[src/rtl/psm_sched_pkg.sv]
// Shared types for the PSM beat sequencer.
// FSM state encoding and the quantized-coordinate width helper.
package psm_sched_pkg;

  typedef enum logic [2:0] {
    ST_IDLE   = 3'd0,
    ST_FILL   = 3'd1,
    ST_TRAIN  = 3'd2,
    ST_SWITCH = 3'd3,
    ST_REF    = 3'd4,
    ST_TEST   = 3'd5,
    ST_DONE   = 3'd6
  } state_e;

  // bits needed to hold a coordinate in 0..l
  function automatic int psm_qw(input int l);
    return $clog2(l + 1);
  endfunction

endpackage

[src/rtl/psm_qdelay.sv]
// Quantizer plus TAU-deep delay line of quantized samples.
// Ports: clk, rstn, clr_i, load_i, data_i -> qx_o (x[n]), qy_o (x[n-TAU]).
module psm_qdelay
  import psm_sched_pkg::*;
#(
  parameter int DW      = 16,
  parameter int L       = 6,
  parameter int TAU     = 2,
  parameter int Q_SHIFT = 8,
  parameter int QW      = psm_qw(L)
) (
  input  logic          clk,
  input  logic          rstn,
  input  logic          clr_i,
  input  logic          load_i,
  input  logic [DW-1:0] data_i,
  output logic [QW-1:0] qx_o,
  output logic [QW-1:0] qy_o
);

  logic [DW-1:0] sh;
  logic [QW-1:0] dl_q [TAU];

  assign sh   = data_i >> Q_SHIFT;
  assign qx_o = (sh > DW'(L)) ? QW'(L) : sh[QW-1:0];
  // oldest entry is the sample TAU accepts back
  assign qy_o = dl_q[TAU-1];

  always_ff @(posedge clk or negedge rstn) begin
    if (!rstn) begin
      for (int i = 0; i < TAU; i++) dl_q[i] <= '0;
    end else if (clr_i) begin
      for (int i = 0; i < TAU; i++) dl_q[i] <= '0;
    end else if (load_i) begin
      dl_q[0] <= qx_o;
      for (int i = 1; i < TAU; i++) dl_q[i] <= dl_q[i-1];
    end
  end

endmodule

[src/rtl/psm_sched.sv]
// Beat-level sequencer driving the PSM CPSD datapath through
// fill/train/switch/ref/test phases and returning one CPSD per test beat.
// Inputs: start, abort, beat counts, sample stream (s_*), psm_cpsd.
// Outputs: s_ready, psm_* controls, cpsd_valid/cpsd_data, busy, done.
// Option PSM_SCHED_STATUS_EN adds beat_idx[15:0] and phase[2:0].
module psm_sched
  import psm_sched_pkg::*;
#(
  parameter int DATA_WIDTH = 16,
  parameter int L          = 6,
  parameter int TAU        = 2,
  parameter int Q_SHIFT    = 8
) (
  input  logic                  clk,
  input  logic                  rstn,
  input  logic                  start,
  input  logic                  abort,
  input  logic [7:0]            n_train_beats,
  input  logic [7:0]            n_test_beats,
  input  logic                  s_valid,
  output logic                  s_ready,
  input  logic [DATA_WIDTH-1:0] s_data,
  input  logic                  s_qrs,
  output logic                  psm_en,
  output logic                  psm_qrs,
  output logic                  psm_test_phase,
  output logic                  psm_cv1_flag,
  output logic [DATA_WIDTH-1:0] psm_vqx,
  output logic [DATA_WIDTH-1:0] psm_vqy,
  input  logic [DATA_WIDTH-1:0] psm_cpsd,
  output logic                  cpsd_valid,
  output logic [DATA_WIDTH-1:0] cpsd_data,
  output logic                  busy,
  output logic                  done
`ifdef PSM_SCHED_STATUS_EN
  ,
  output logic [15:0]           beat_idx,
  output logic [2:0]            phase
`endif
);

  localparam int QW = psm_qw(L);
  localparam int FW = $clog2(TAU + 1);

  state_e          state_q;
  logic            en_q, qrs_q, tp_q, cv1_q;
  logic [QW-1:0]   vqx_q, vqy_q;
  logic            valid_q, done_q;
  logic [DATA_WIDTH-1:0] data_q;
  logic [15:0]     beat_q, beat_d;
  logic [7:0]      res_q, res_d;
  logic [7:0]      ntr_q, nte_q;
  logic [FW-1:0]   fill_q, fill_d;
  logic            primed_q;
  // two-stage wait for the PSM to update its CPSD register
  logic [1:0]      pend_q, last_q;

  logic            acc, clr;
  logic [QW-1:0]   qx, qy;

  assign busy    = (state_q != ST_IDLE);
  assign s_ready = busy && (state_q != ST_SWITCH)
                        && (state_q != ST_DONE);
  assign acc     = s_valid && s_ready;
  assign clr     = start && !abort && (state_q == ST_IDLE);

  assign beat_d  = beat_q + 16'd1;
  assign res_d   = res_q + 8'd1;
  assign fill_d  = fill_q + FW'(1);

  psm_qdelay #(
    .DW      (DATA_WIDTH),
    .L       (L),
    .TAU     (TAU),
    .Q_SHIFT (Q_SHIFT),
    .QW      (QW)
  ) u_qdelay (
    .clk    (clk),
    .rstn   (rstn),
    .clr_i  (clr),
    .load_i (acc),
    .data_i (s_data),
    .qx_o   (qx),
    .qy_o   (qy)
  );

  always_ff @(posedge clk or negedge rstn) begin
    if (!rstn) begin
      state_q  <= ST_IDLE;
      en_q     <= 1'b0;
      qrs_q    <= 1'b0;
      tp_q     <= 1'b0;
      cv1_q    <= 1'b0;
      vqx_q    <= '0;
      vqy_q    <= '0;
      valid_q  <= 1'b0;
      done_q   <= 1'b0;
      data_q   <= '0;
      beat_q   <= '0;
      res_q    <= '0;
      ntr_q    <= '0;
      nte_q    <= '0;
      fill_q   <= '0;
      primed_q <= 1'b0;
      pend_q   <= '0;
      last_q   <= '0;
    end else if (abort) begin
      state_q <= ST_IDLE;
      en_q    <= 1'b0;
      qrs_q   <= 1'b0;
      tp_q    <= 1'b0;
      cv1_q   <= 1'b0;
      vqx_q   <= '0;
      vqy_q   <= '0;
      valid_q <= 1'b0;
      done_q  <= 1'b0;
      pend_q  <= '0;
      last_q  <= '0;
    end else begin
      en_q    <= 1'b0;
      qrs_q   <= 1'b0;
      tp_q    <= 1'b0;
      cv1_q   <= 1'b0;
      valid_q <= 1'b0;
      done_q  <= 1'b0;
      pend_q  <= {pend_q[0], 1'b0};
      last_q  <= {last_q[0], 1'b0};

      if (pend_q[1]) begin
        valid_q <= 1'b1;
        data_q  <= psm_cpsd;
        if (last_q[1]) state_q <= ST_DONE;
      end

      unique case (state_q)
        ST_IDLE: begin
          if (start) begin
            state_q  <= ST_FILL;
            beat_q   <= '0;
            res_q    <= '0;
            fill_q   <= '0;
            primed_q <= 1'b0;
            ntr_q    <= (n_train_beats == 8'd0) ? 8'd1 : n_train_beats;
            nte_q    <= (n_test_beats == 8'd0) ? 8'd1 : n_test_beats;
          end
        end
        ST_FILL: begin
          if (acc) begin
            fill_q <= fill_d;
            if (fill_d == FW'(TAU)) state_q <= ST_TRAIN;
          end
        end
        ST_TRAIN: begin
          if (acc) begin
            en_q  <= 1'b1;
            qrs_q <= s_qrs;
            vqx_q <= qx;
            vqy_q <= qy;
            if (s_qrs) begin
              beat_q <= beat_d;
              if (beat_d == {8'd0, ntr_q}) state_q <= ST_SWITCH;
            end
          end
        end
        ST_SWITCH: begin
          // inserted strobe resets the PSM test-phase counter
          en_q    <= 1'b1;
          qrs_q   <= 1'b1;
          tp_q    <= 1'b1;
          state_q <= ST_REF;
        end
        ST_REF: begin
          if (acc) begin
            en_q  <= 1'b1;
            qrs_q <= s_qrs;
            tp_q  <= 1'b1;
            cv1_q <= 1'b1;
            vqx_q <= qx;
            vqy_q <= qy;
            if (s_qrs) begin
              beat_q  <= beat_d;
              state_q <= ST_TEST;
            end
          end
        end
        ST_TEST: begin
          if (acc) begin
            en_q  <= 1'b1;
            qrs_q <= s_qrs;
            tp_q  <= 1'b1;
            vqx_q <= qx;
            vqy_q <= qy;
            if (s_qrs) begin
              beat_q <= beat_d;
              // first test qrs only primes the PSM
              if (!primed_q) begin
                primed_q <= 1'b1;
              end else if (res_q != nte_q) begin
                res_q     <= res_d;
                pend_q[0] <= 1'b1;
                last_q[0] <= (res_d == nte_q);
              end
            end
          end
        end
        ST_DONE: begin
          done_q  <= 1'b1;
          state_q <= ST_IDLE;
          vqx_q   <= '0;
          vqy_q   <= '0;
        end
        default: state_q <= ST_IDLE;
      endcase
    end
  end

  assign psm_en         = en_q;
  assign psm_qrs        = qrs_q;
  assign psm_test_phase = tp_q;
  assign psm_cv1_flag   = cv1_q;
  assign psm_vqx        = {{(DATA_WIDTH-QW){1'b0}}, vqx_q};
  assign psm_vqy        = {{(DATA_WIDTH-QW){1'b0}}, vqy_q};
  assign cpsd_valid     = valid_q;
  assign cpsd_data      = data_q;
  assign done           = done_q;

`ifdef PSM_SCHED_STATUS_EN
  assign beat_idx = beat_q;
  assign phase    = state_q;
`endif

endmodule

[config.mk]
export PLATFORM = sky130hd
export DESIGN_NAME = psm_sched
export DESIGN_NICKNAME = d
export VERILOG_FILES = /design/src/rtl/psm_sched_pkg.sv /design/src/rtl/psm_qdelay.sv /design/src/rtl/psm_sched.sv
export SDC_FILE = /design/constraint.sdc
export NUM_CORES = 1
export LEC_CHECK = 0
export CORE_MARGIN = 8
export CORE_UTILIZATION = 45
export DETAILED_ROUTE_END_ITERATION = 7
export HOLD_SLACK_MARGIN = 0.03
export PLACE_DENSITY = 0.84
export SYNTH_ARGS = -nofsm -noshare
export SYNTH_HDL_FRONTEND = slang
export SYNTH_SLANG_ARGS = --single-unit
[constraint.sdc]
create_clock -name clk -period 2.1 [get_ports clk]
set_clock_uncertainty 0.2 [all_clocks]
set_input_delay 0.42 -clock clk [delete_from_list [all_inputs] [get_ports clk]]
set_output_delay 0.42 -clock clk [all_outputs]
set_load 0.01 [all_outputs]
==> After elaboration in Yosys (flattened, before gate mapping) <==
Cells that the tools add are included.
{ "word_totals": {"ff_bits": 84, "word_cells": 136} }
{ "classes": {"add_sub_neg": 3, "order_cmp": 1, "n_eq_ne": 21, "n_mux": 66, "bitwise": 1, "n_reduce_logical": 24} }
{ "op_table": {"columns": ["cell", "n"], "rows": [
  ["8-bit 2-to-1 mux", 7],
  ["16-bit 2-to-1 mux", 3],
  ["3-bit 2-to-1 mux", 16],
  ["16-bit one-hot mux with 2 select lines", 1],
  ["1-bit 2-to-1 mux", 24],
  ["3-bit one-hot mux with 6 select lines", 1],
  ["16-bit by 1-bit adder with 16-bit output (second input constant)", 1],
  ["16-bit by 8-bit equality test with 1-bit output", 1],
  ["8-bit logical NOT", 2],
  ["8-bit one-hot mux with 2 select lines", 1],
  ["6-bit 2-to-1 mux", 2],
  ["2-bit inequality test (second input constant)", 6],
  ["3-bit one-hot mux with 2 select lines", 2],
  ["5-bit AND reduction", 2],
  ["3-bit equality test (second input constant)", 3],
  ["8-bit by 1-bit adder with 8-bit output (second input constant)", 1],
  ["8-bit equality test", 1],
  ["8-bit by 3-bit greater-than comparator with 1-bit output (second input constant)", 1],
  ["2-bit 2-to-1 mux", 4],
  ["8-bit inequality test", 1],
  ["1-bit one-hot mux with 2 select lines", 4],
  ["2-bit nonzero test", 4],
  ["7-bit AND reduction", 1],
  ["3-bit by 2-bit equality test with 1-bit output (second input constant)", 2],
  ["other kinds (18)", 25]
]} }

==> Longest topological paths before layout <==
{ "logic_depth": {"word_depth": 8, "depth_mapped": 8} }

==> By module <==
Synthesis repeated with hierarchy kept, for this count alone.
{ "hier_totals": {"cells_unflattened": 493, "hier_area_um2": 4695.8} }
{ "by_module_without_submodules": {"columns": ["mod", "n_inst", "cells_per_inst", "area_each_um2", "seq_area_each_um2"], "rows": [
  ["psm_sched", 1, 460, 4347.9, 1951.9],
  ["psm_qdelay", 1, 33, 347.8, 150.1]
]} }

==> Least setup slack after synthesis <==
No wires, ideal clock.
{ "synth_path": {"path_kind": "register -> register", "startpoint": "register beat_q[0]", "endpoint": "register state_q[2]", "setup_time_ns": 0.124, "arrival_ns": 1.902, "required_ns": 1.776, "setup_slack_ns": -0.126, "path_stages_with_launch": 7, "n_path_buf": 0, "period_less_slack_ns": 2.226, "path_cell_list": "dfrtp_1 ha_1 nand3_1 o21ai_0 o31ai_1 or4_1 o31a_1"} }
{ "synth_between": {"elab_chain_len": 7} }
{ "synth_lines": {"columns": ["element", "line_no", "text"], "rows": [
  ["start: declaration", "psm_sched.sv:50", "logic [15:0] beat_q, beat_d;"],
  ["start signal: assignment", "psm_sched.sv:160", "beat_q <= beat_d;"],
  ["start signal: assignment", "psm_sched.sv:181", "beat_q <= beat_d;"],
  ["start signal: assignment", "psm_sched.sv:194", "beat_q <= beat_d;"],
  ["16-bit by 1-bit adder with 16-bit output", "psm_sched.sv:67", "assign beat_d = beat_q + 16'd1;"],
  ["16-bit by 8-bit equality test with 1-bit output", "psm_sched.sv:161", "if (beat_d == {8'd0, ntr_q}) state_q <= ST_SWITCH;"],
  ["3-bit 2-to-1 mux", "psm_sched.sv:161", null],
  ["3-bit 2-to-1 mux", "psm_sched.sv:159", "if (s_qrs) begin"],
  ["3-bit 2-to-1 mux", "psm_sched.sv:154", "if (acc) begin"],
  ["3-bit one-hot mux with 6 select lines", "psm_sched.sv:135", "unique case (state_q)"],
  ["3-bit 2-to-1 mux", "psm_sched.sv:107", "end else if (abort) begin"],
  ["end signal: assignment", "psm_sched.sv:108", "state_q <= ST_IDLE;"],
  ["end signal: assignment", "psm_sched.sv:138", "state_q <= ST_FILL;"],
  ["end signal: assignment", "psm_sched.sv:161", null],
  ["end: declaration", "psm_sched.sv:45", "state_e state_q;"]
]} }
Every way passes these cells.
A chain may end at the register's enable or synchronous reset.

==> Worst setup path after layout <==
{ "layout_path": {"startpoint": "register beat_q[1]", "endpoint": "register state_q[2]"} }
The elaborated chain is that of the path after synthesis.

==> run summary <==
The logs give 0 for the total of warnings raised by yosys and 0.004549 mm2 for the cell area after synthesis. CTS placed an instance of sky130_fd_sc_hd__clkbuf_8 at the clock tree root. The tightest hold path in the finished design has a slack of 0.2681 ns. For this block, the routed nets add up to 13000 um of wire. The sum of buffers and inverters on the critical path is 2, and the quantity of I/O buffers inserted on ports is 75.

The run gives 0.009774 mm2 as the placeable core region. The checks that failed: setup timing. The register-to-register setup slack was -0.14 ns. IR analysis of the VDD net gives a maximum drop of 548.0 uV.

The gate count of the mapped netlist was 459. Worst min-delay path category: in -> async. The later pin in the worst-skew pair is clocked with a latency of 0.36 ns. The post-route non-filler standard cell count is 729. The floorplan step defined a die boundary enclosing 0.01358 mm2. After detailed routing, the number of remaining DRC violations is 0. For the leakage power summed over all cells, the log shows 2.794 nW. The total routing resource utilization after global routing is 17.22%, and the total power per unit cell area is 614.2 mW/mm2. Post-placement cell area: 0.005682 mm2. The run gives 0 as the max-slew violation count.

The tools report the remaining max-slew budget at the tightest pin as 60.11%. The repair_antennas step left the layout with diodes totalling 0. The die height came out at 116.5 um. After detailed placement, the design holds a cell count of 695.

The fraction of layout cells with a size suffix above 1 is 28.69%, and the count of cell instances traversed by the critical path is 7. For this block, the initial DRC count from the detailed router was 235. A synthesized cell averages 9.911 um2. The synthesized design contains 84 register bits. The slowest stage of the critical path belongs to the cell sky130_fd_sc_hd__or4_4. The routed layout has 4122 vias. The chip width works out to 116.5 um.

For the worst flop-to-flop path, the logic depth is 7. Broken down by cell family, the worst path's largest delay share belongs to simple AND/OR/NAND/NOR gates. The share of the Yosys chip area taken by registers is 46.20%.

Using the TritonRoute via totals, the vias-per-cell ratio works out to 5.654. The number of nets at the end of the flow was 648. The number of nets still failing antenna checks after routing came out at 0.

The run gives 0.006359 mm2 as the final design area excluding fillers. After synthesis, the share of flip-flops with an asynchronous set or reset is 100.0%. The clock-pin slew of the registers on the worst-case setup and hold paths is 0.09 ns. The run finished, with violations left.

The H-tree level count is 3. Yosys attributes the largest share of cell area to sky130_fd_sc_hd__dfrtp_1 (46%), sky130_fd_sc_hd__mux2_2 (7.4%), sky130_fd_sc_hd__buf_4 (5.0%). The logs give 0.8775 for the placer congestion estimate and 3965 for the via count of the first global-routing pass. For the final cell utilization of the core, the log shows 65.05%. The tool flagged a number of max-cap violations equal to 0. Data on the critical path arrives at its endpoint at 2.29 ns. For this run, the top clock speed supported by timing is 0.4472 GHz. Kind of critical path: reg -> reg.

Setup violations remaining at the end of the flow were counted as 16. The tools report the first-pass GRT wire length as 18770 um. The synthesized design spends more area on one cell type than any other, namely sky130_fd_sc_hd__dfrtp_1.

Data on the critical path is required at its endpoint by 2.15 ns. Counting along the longest clock path gives a buffer depth of 2. Entering global routing, the biggest net connects 34 pins.

The number of buffers added by the clock tree synthesis step came out at 9. Traced cell by cell, the critical path runs through buf_4 > nand3_4 > buf_4 > o31a_1 > a31oi_1 > or4_4 > o31a_1. The worst setup path is launched from a register. The number of synthesized flops with an enable pin works out to 0.

Primary flip-flop cell chosen by synthesis mapping: sky130_fd_sc_hd__dfrtp_1. The initial utilization of the core area, before any placement, comes to 46.54%. TritonCTS built the clock tree. Compared with the post-synthesis result, the final layout area differs by 39.77%. Dividing the detail-routed wire length by the instance count gives 17.84 um. The delay of the slowest cell on the worst path was 0.57 ns.

Setup repair after global routing could not meet its margin everywhere. The final clock period utilization by the worst path came out at 106.5%. After floorplanning, the core was divided into 36 placement rows.

The tools report the number of antenna violations at the first check in global routing as 0. STA classifies the critical path endpoint as a register. The run gives -0.1363 ns as the worst path setup slack after routing. The final hold violation count is 0, and the number of library cell types mapped by synthesis is 60. Pin placement for this block handled 110 I/O pins. The clock period minus worst slack is 2.236 ns, and the clock net sink count is 84. The first detailed-routing pass took 5 iterations. The slew of the pin with the lowest slew margin was 0.5969 ns; the half-perimeter wire length after detailed placement was 8485 um. The total overflow left after global routing is 0. The area share of the largest cell type after synthesis works out to 46.20%. Maximum fanout count along the critical path: 5.
[report_power, final]
group	leakage (nW)	total, mW	switching, mW	internal [mW]
combinational	1.56	0.671	0.334	0.336
clock	0.116	1.43	0.636	0.798
sequential	1.12	1.80	0.0848	1.72
[metrics by stage]
step                      TNS (ns)  total power, mW  setup slack [ns]
final                       -1.152            3.906           -0.1363
after global routing        -3.305            4.049           -0.2216
after CTS                 -0.07839            3.841          -0.07586
after detailed placement    -10.85            2.410           -0.4136
after global placement      -8.929            2.388           -0.3465
after floorplan                  0            2.176           0.01012
[placed cells by master, fill, tap and decap left out, types with 9 or more instances in the layout]
cell type / count
sky130_fd_sc_hd__inv_1: 10
sky130_fd_sc_hd__dfrtp_2: 9
sky130_fd_sc_hd__a31oi_1: 9
sky130_fd_sc_hd__nand2_1: 37
sky130_fd_sc_hd__o21ai_0: 29
sky130_fd_sc_hd__a21oi_1: 17
sky130_fd_sc_hd__nor2_1: 25
sky130_fd_sc_hd__xnor2_1: 17
sky130_fd_sc_hd__clkdlybuf4s50_1: 72
sky130_fd_sc_hd__nor2b_1: 10
sky130_fd_sc_hd__dfrtp_1: 75
sky130_fd_sc_hd__xor2_1: 10
sky130_fd_sc_hd__conb_1: 26
sky130_fd_sc_hd__mux2_2: 30
sky130_fd_sc_hd__clkbuf_8: 9
sky130_fd_sc_hd__nand3_1: 17
sky130_fd_sc_hd__buf_4: 64
[metal layers]
metal / global-route usage [%] / vias to the layer above / wire, um
met3: 3.619 / 33 / 828
met4: 6.399 / 0 / 344
li1: - / 1850 / -
met2: 30.62 / 203 / 6693
met5: 0 / - / 0
met1: 19.95 / 2036 / 5138
[flip-flops by register name, indices dropped and copies added (netlist names)]
register / flops
psm_cv1_flag: 1
res_q: 8
last_q: 2
u_qdelay.dl_q: 3
beat_q: 16
pend_q: 2
ntr_q: 8
u_qdelay.qy_o: 3
fill_q: 2
vqy_q: 3
cpsd_valid: 1
done: 1
vqx_q: 3
primed_q: 1
psm_qrs: 1
psm_test_phase: 1
nte_q: 8
psm_en: 1
state_q: 3
cpsd_data: 16
[cell type report]
cell class,count,area (um2)
clock buffer,9,123.9
clock inverter,7,122.6
fill,711,3416
inverter,10,37.54
multi-input combinational,340,2460
sequential,84,2113
tap,133,166.4
timing repair buffer,146,1335
[timing repair]
| item | CTS | global route |
|---|---|---|
| gates cloned | 0 | 1 |
| buffers inserted | 7 | 10 |
| resized for setup | 39 | 31 |
| pin swaps | 14 | 16 |
| endpoints found under the setup margin | 10 | 29 |
| hold buffers | 1 | 0 |
| hold endpoints to repair | 84 | 0 |
[synth_stat cells (4+ instances only)]
cell type,instances
sky130_fd_sc_hd__a21oi_1,17
sky130_fd_sc_hd__a31oi_1,10
sky130_fd_sc_hd__and3_1,4
sky130_fd_sc_hd__buf_2,5
sky130_fd_sc_hd__buf_4,30
sky130_fd_sc_hd__clkbuf_1,12
sky130_fd_sc_hd__dfrtp_1,84
sky130_fd_sc_hd__inv_1,10
sky130_fd_sc_hd__mux2_2,30
sky130_fd_sc_hd__nand2_1,37
sky130_fd_sc_hd__nand3_1,20
sky130_fd_sc_hd__nand4_1,7
sky130_fd_sc_hd__nor2_1,26
sky130_fd_sc_hd__nor2b_1,10
sky130_fd_sc_hd__nor3_1,12
sky130_fd_sc_hd__nor3b_1,5
sky130_fd_sc_hd__nor4_1,4
sky130_fd_sc_hd__o21ai_0,34
sky130_fd_sc_hd__o21ai_1,5
sky130_fd_sc_hd__o31ai_1,7
sky130_fd_sc_hd__xnor2_1,18
sky130_fd_sc_hd__xor2_1,12
[cell families after synthesis]
family                     count (synthesis)  share of synthesized area [%]
and+or+nand+nor                          145                          16.80
other                                      1                        0.08243
xor gates and xnor gates                  30                          5.776
adders and majority gates                  3                         0.8252
muxes                                     31                          7.646
AOI/OAI and AO/OA                        104                          14.52
buffers and inverters                     61                          8.141
DFF                                       84                          46.20
[final timing paths]
path,endpoint,start
min in group clk,primed_q,primed_q
worst min register to register,primed_q,primed_q
max in group asynchronous,beat_q[5],rstn
worst max register to register,state_q[2],beat_q[1]
worst max-delay path,state_q[2],beat_q[1]
worst min-delay path,cpsd_data[0],rstn
No activity file was read; power rests on OpenSTA's default activity.
